### src/rtl/mips_mem_arbiter.sv
// Shared single-port memory arbiter for the MIPS fetch and load/store ports.
// Define ARB_TIMEOUT_EN to build the mem_ack timeout counter and the sticky err flag.
module mips_mem_arbiter #(
  parameter int unsigned AW           = 32,
  parameter int unsigned DW           = 32,
  parameter int unsigned MAX_D_STREAK = 4,
  parameter int unsigned TIMEOUT      = 64
) (
  input  logic          Clk,
  input  logic          Rst,
  input  logic          i_req,
  input  logic [AW-1:0] i_addr,
  output logic          i_ack,
  output logic [DW-1:0] i_rdata,
  input  logic          d_req,
  input  logic          d_we,
  input  logic [AW-1:0] d_addr,
  input  logic [DW-1:0] d_wdata,
  output logic          d_ack,
  output logic [DW-1:0] d_rdata,
  output logic          mem_req,
  output logic          mem_we,
  output logic [AW-1:0] mem_addr,
  output logic [DW-1:0] mem_wdata,
  input  logic [DW-1:0] mem_rdata,
  input  logic          mem_ack,
  output logic          err
);

  localparam logic [1:0] IDLE   = 2'd0;
  localparam logic [1:0] BUSY_I = 2'd1;
  localparam logic [1:0] BUSY_D = 2'd2;
  localparam logic [1:0] RESP   = 2'd3;

  localparam logic [3:0]    STREAK_MAX = 4'(MAX_D_STREAK);
  localparam logic [DW-1:0] FILL_WORD  = DW'(32'hDEADBEEF);

  if (MAX_D_STREAK < 1 || MAX_D_STREAK > 15 || TIMEOUT < 1) begin : g_param_check
    $error("mips_mem_arbiter: MAX_D_STREAK must be 1..15 and TIMEOUT >= 1");
  end

  logic [1:0] state;
  logic [3:0] streak;
  logic       d_win;
  logic       timeout_hit;

  // Data wins unless fetch is waiting and data has used up its streak.
  assign d_win = d_req && !(i_req && (streak == STREAK_MAX));

`ifdef ARB_TIMEOUT_EN
  localparam int unsigned TW = $clog2(TIMEOUT + 1);

  logic [TW-1:0] tcnt;
  logic          err_q;
  logic          busy;

  assign busy        = (state == BUSY_I) || (state == BUSY_D);
  assign timeout_hit = busy && !mem_ack && (tcnt == TW'(TIMEOUT));
  assign err         = err_q;

  always_ff @(posedge Clk) begin
    if (!Rst) begin
      tcnt  <= '0;
      err_q <= 1'b0;
    end else begin
      if (!busy) begin
        tcnt <= '0;
      end else if (!mem_ack && !timeout_hit) begin
        tcnt <= tcnt + TW'(1);
      end
      if (timeout_hit) begin
        err_q <= 1'b1;
      end
    end
  end
`else
  assign timeout_hit = 1'b0;
  assign err         = 1'b0;
`endif

  always_ff @(posedge Clk) begin
    if (!Rst) begin
      state     <= IDLE;
      streak    <= '0;
      mem_req   <= 1'b0;
      mem_we    <= 1'b0;
      mem_addr  <= '0;
      mem_wdata <= '0;
      i_ack     <= 1'b0;
      d_ack     <= 1'b0;
      i_rdata   <= '0;
      d_rdata   <= '0;
    end else begin
      i_ack <= 1'b0;
      d_ack <= 1'b0;
      case (state)
        IDLE: begin
          if (d_win) begin
            mem_req   <= 1'b1;
            mem_we    <= d_we;
            mem_addr  <= d_addr;
            mem_wdata <= d_wdata;
            state     <= BUSY_D;
            if (!i_req) begin
              streak <= '0;
            end else if (streak != STREAK_MAX) begin
              streak <= streak + 4'd1;
            end
          end else if (i_req) begin
            mem_req   <= 1'b1;
            mem_we    <= 1'b0;
            mem_addr  <= i_addr;
            mem_wdata <= '0;
            streak    <= '0;
            state     <= BUSY_I;
          end
        end
        BUSY_I, BUSY_D: begin
          // A timeout completes the transaction like an ack, returning the fill word.
          if (mem_ack || timeout_hit) begin
            mem_req <= 1'b0;
            mem_we  <= 1'b0;
            state   <= RESP;
            if (state == BUSY_I) begin
              i_ack   <= 1'b1;
              i_rdata <= mem_ack ? mem_rdata : FILL_WORD;
            end else begin
              d_ack <= 1'b1;
              if (!mem_we) begin
                d_rdata <= mem_ack ? mem_rdata : FILL_WORD;
              end
            end
          end
        end
        RESP: begin
          state <= IDLE;
        end
        default: begin
          state <= IDLE;
        end
      endcase
    end
  end

endmodule

### config.mk
export PLATFORM = sky130hd
export DESIGN_NAME = mips_mem_arbiter
export DESIGN_NICKNAME = d
export VERILOG_FILES = /design/src/rtl/mips_mem_arbiter.sv
export SDC_FILE = /design/constraint.sdc
export NUM_CORES = 1
export LEC_CHECK = 0
export ABC_AREA = 1
export CAP_MARGIN = 10
export CORE_ASPECT_RATIO = 2
export CORE_MARGIN = 4
export CORE_UTILIZATION = 37
export CTS_CLUSTER_SIZE = 10
export DETAILED_ROUTE_END_ITERATION = 12
export PLACE_DENSITY = 0.77
export SYNTH_ARGS = -nofsm -noshare
export SYNTH_HDL_FRONTEND = slang
export SYNTH_SLANG_ARGS = --single-unit
### constraint.sdc
create_clock -name Clk -period 1.6 [get_ports Clk]
set_clock_uncertainty 0.2 [all_clocks]
set_input_delay 0.16 -clock Clk [delete_from_list [all_inputs] [get_ports Clk]]
set_output_delay 0.16 -clock Clk [all_outputs]
set_load 0.05 [all_outputs]
# Word level (Yosys, flattened, before mapping)
# Index checks and enable logic that the tools add are counted.
[totals]
reg_bits = 138
out_inout_bits = 133
inputBits = 134
elab_cells = 56
[op_classes]
eq_ne = 8
reduce_logical = 14
addsub = 1
bitwise_logic = 2
muxes = 21
[op_table]
columns = ["cell", "count"]
rows = [
  ["$mux W32", 4],
  ["$mux W4", 4],
  ["$reduce_and A3 Y1", 4],
  ["$mux W1", 7],
  ["$mux W2", 3],
  ["$pmux W2 S3", 1],
  ["$add A4 B1 Y4 const B", 1],
  ["$eq A2 B2 Y1 const B", 2],
  ["$eq A4 B3 Y1 const B", 1],
  ["$ne A4 B3 Y1 const B", 1],
  ["$pmux W1 S2", 2],
  ["$reduce_and A2 Y1", 2],
  ["$reduce_and A4 Y1", 1],
  ["$reduce_bool A2 Y1", 2],
  ["$ne A3 B2 Y1 const B", 1],
  ["$ne A3 B3 Y1 const B", 1],
  ["$eq A2 B1 Y1 const B", 1],
  ["$logic_and A1 B1 Y1", 2],
  ["$logic_not A2 Y1", 1],
  ["$ne A2 B2 Y1 const B", 1],
  ["$not A1 Y1", 2],
  ["$reduce_or A2 Y1", 1],
  ["$logic_not A1 Y1", 1],
]

# Depth between registers and ports, before layout
[logic_depth]
depth_word = 6
depth_mapped = 11
ltp_nobuf = 10

# Least setup slack after synthesis
# No wires, ideal clock.
[synth_timing]
path_kind = "register to register"
startpoint = "register state[0]"
endpoint = "register d_rdata[0]"
path_slack_ps = -72
arrival_time_ps = 1356
stages_incl_launch_ff = 9
synth_period_minus_slack_ps = 1672
required_time_ps = 1284
setup_time_ps = 116
path_buffers = 1
path_cell_list = "dfxtp_1 inv_1 ha_1 nand2_1 nor3_4 inv_1 buf_2 nor2_1 nor2_1"
[synth_via]
elab_chain_len = 3
word_cells_on_any_way = 5
classes_between = "2 x eq/ne; 1 x bitwise; 2 x reduce/logical"
[synth_rtl]
columns = ["element", "line_no", "rtl"]
rows = [
  ["from (decl)", "42", "logic [1:0] state;"],
  ["from (signal assigned)", "83", "state <= IDLE;"],
  ["from (signal assigned)", "103", "state <= BUSY_D;"],
  ["from (signal assigned)", "115", "state <= BUSY_I;"],
  ["$eq A2 B1 Y1 / $eq A2 B2 Y1 (equally long branches)", "96, 124", ""],
  ["$reduce_or A2 Y1 / $not A1 Y1 (equally long branches)", "n/a", ""],
  ["$reduce_and A4 Y1 (no source line) *", "n/a", ""],
  ["to (signal assigned)", "130", "d_rdata <= mem_ack ? mem_rdata : FILL_WORD;"],
  ["to (decl)", "20", "output logic [DW-1:0] d_rdata,"],
]
# Every way passes the cells marked *; elsewhere a longest branch is shown, timed or not.
# A chain may end at the register's enable or synchronous reset.

# Final worst setup path
[layout_timing]
startpoint = "register state[0]"
endpoint = "register d_rdata[7]"
# Same word-level chain as after synthesis.

==> out/summary.txt <==
Run status -> finished, violations left
Failing checks -> setup timing
DR iter-0 viols -> 259
Vias in the first global route -> 5852
Final worst path period share -> 104%
DP Worst Slack -> -0.275 ns
Clk pin slew, worst setup/hold paths -> 0.06 ns
GRT overflow -> 0
Maximum VDD drop -> 1150 uV
Final Critical Period -> 1.67 ns
Post-synth ARST share -> 0%
Critical path buffers and inverters -> 3
Synthesized area -> 5600 sq um
Die footprint -> 17300 sq um
Startpoint types -> flip-flop
Max-Cap Viols -> 0
Post-route ant nets -> 0
Hold Vio Cnt, Final -> 0
DRT Wirelength -> 22.7 mm
H-tree lvl count -> 4
Root buf cell -> clkbuf_16
Placer Congestion -> 0.890
Met2 routed WL -> 12.6 mm
Overall power -> 20.5 mW
Starting density of the core -> 37.8%
Gate Count Post-Synth -> 776
M1 WL -> 7.60 mm
Number of port buffers -> 265
Area leader, netlist -> dfxtp_1
Die Width -> 95.0 um
# DRC -> 0
First-pass GRT wire length -> 29.3 mm
Pre-antenna DRT Iters -> 4
RSZ-0062 raised after global routing -> true
Row count -> 63
RR Startpoint -> state[0]
EDFF count, synth -> 0
Final setup fails -> 67
Register area share after synthesis -> 49.3%
Max FO, Critical Path -> 9
Clk buf depth -> 2
Worst-skew pair later-pin latency -> 0.40 ns
Post-DP HPWL -> 13.7 mm
Share of the synthesized area in the top cell type -> 49.3%
Num CTS Buffers -> 17
Most numerous cell in the Yosys netlist -> nor2_1
Overall routing resource usage -> 21.9%
Hold_sp -> d_wdata[20]
Core Region -> 14800 sq um
I/O pins -> 267
Die Span Y -> 182 um
Max layer used -> met4
Crit path max-delay family -> buffers and inverters
Post-layout nets -> 1210
WL met3 -> 1.44 mm
PnR worst setup slack -> -0.0711 ns
Pwr dens -> 1960 nW/um^2
Largest net degree at the start of global routing -> 57
Initial antenna violation count -> 1
Final max-slew violation count -> 0
Via count -> 6430
Syn_nets -> 914
Dpl cells -> 1218
WP data arrival -> 1.80 ns
Post-Layout Cell Count -> 1281
#FFs+latches synth -> 138
Number of vias per cell -> 5.02
Worst EP required -> 1.73 ns
CTS tree -> built
Crit path launch -> state[0]
Setup CP Type -> flip-flop to flip-flop
Synth warn -> 0
Leakage -> 4.71 nW
Crit path capture type -> flip-flop
Critical path, cell by cell -> inv_2, ha_4, nand2_4, nor3_4, buf_6, buf_12, o21ai_0, nor2_1
Synth cell count leaders -> nor2_1, dfxtp_1, nand2_1, o21ai_0, nand3_1
Count of cell types in the netlist -> 23
Share of layout cells above drive strength 1 -> 35.8%
Wire per inst -> 17.7 um
Main synth FF type -> dfxtp_1
Worst R2R Setup Slack -> -0.07 ns
Mean Syn Cell Area -> 7.22 sq um
Synth area leaders -> dfxtp_1, nor2_1, o21ai_0, nand2_1, nand3_1
Min-delay worst type -> input pin to flip-flop
Slowest cell on crit path -> dfxtp_2
CP peak stage delay -> 0.35 ns
Fmax achieved -> 0.598 GHz
Area grow syn2layout -> 86.8%
Clock Sink Count -> 138
[final timing paths]
path	to	depth (start not counted)
setup reg to reg	d_rdata[7]	8
hold reg to reg	i_rdata[4]	2
hold / removal	mem_wdata[20]	3
setup / recovery	d_rdata[7]	8
[per-layer routing]
layer | vias up | global-route usage, %
li1 | 3063 | -
met1 | 3016 | 21.4
met5 | - | 0
met3 | 69 | 4.89
met4 | 0 | 10.6
met2 | 282 | 41.5
[layout by cell type, fill, tap and decap left out, types with 2 or more instances in the layout]
master / count
nor2_4: 20
nand2_4: 12
clkbuf_16: 28
nor2_2: 34
xor2_1: 2
inv_1: 39
nand3_2: 36
buf_4: 130
o21ai_1: 17
inv_6: 4
inv_2: 6
clkinv_4: 3
buf_16: 2
bufinv_16: 2
buf_12: 39
clkinvlp_4: 4
buf_6: 10
nand2_2: 20
clkbuf_8: 2
nand2_1: 84
nor3_1: 2
a21oi_2: 3
dfxtp_2: 4
nand3_1: 32
ha_4: 2
o21ai_0: 70
buf_8: 4
a21oi_1: 35
dfxtp_1: 134
clkdlybuf4s50_1: 132
o21ai_2: 12
inv_12: 2
nor2_1: 146
[state kept, by name, indices dropped and copies added (netlist names)]
register,count
d_rdata,32
i_rdata,32
mem_addr,32
mem_wdata,32
streak,4
state,2
d_ack,1
i_ack,1
mem_req,1
mem_we,1
[logic make-up (layout without fill, tap and decap cells)]
| family | Yosys count | after routing | synth area share (%) |
|---|---|---|---|
| buffers and inverters | 103 | 412 | 8.29 |
| AO/OA/AOI/OAI | 137 | 137 | 12.2 |
| XOR/XNOR | 2 | 2 | 0.313 |
| other | 1 | 2 | 0.0670 |
| AND/OR/NAND/NOR | 391 | 391 | 28.9 |
| flip-flops | 138 | 138 | 49.3 |
| adder cells (fa/ha/maj) | 4 | 4 | 0.894 |
[tightest hold or removal path: cells and delay by family]
kind                   cells  cell delay (ns)
AO/OA/AOI/OAI              1             0.05
buffers and inverters      1             0.39
AND/OR/NAND/NOR            1             0.06
[through the flow]
step,hold WS (ns),area [sq um],util (%),setup TNS (ns)
floorplan,0.0949,5640,-,0
global placement,0.264,8590,58.0,-16.61
detailed placement,0.269,8590,58.0,-20.89
CTS,0.0903,9560,64.5,-0.313
global route,0.100,10500,70.6,-8.14
finish,0.101,10500,70.6,-2.23
[final cells by class]
| cell class | instances | area (sq um) |
|---|---|---|
| sequential | 138 | 2770 |
| clock buffer | 20 | 457 |
| multi-input combinational | 535 | 3020 |
| antenna | 1 | 2.50 |
| fill | 1102 | 4360 |
| tap | 195 | 244 |
| timing repair inverter | 2 | 32.5 |
| timing repair buffer | 330 | 3600 |
| clock inverter | 12 | 140 |
| inverter | 48 | 205 |
[power breakdown]
part | switching, mW | internal, mW | total, mW
sequential | 0.650 | 4.45 | 5.10
clock | 1.53 | 2.40 | 3.93
combinational | 7.10 | 4.34 | 11.4
[what timing repair did]
action                                  in CTS  in global routing
setup buffers                                7                  6
pin swaps                                    4                 49
endpoints found under the setup margin      87                122
resized for setup                           72                164
cloned                                       4                 14
hold buffers                                 1                  0
hold endpoints to repair                     5                  0
Note: power is estimated with default switching activity, not from simulation.
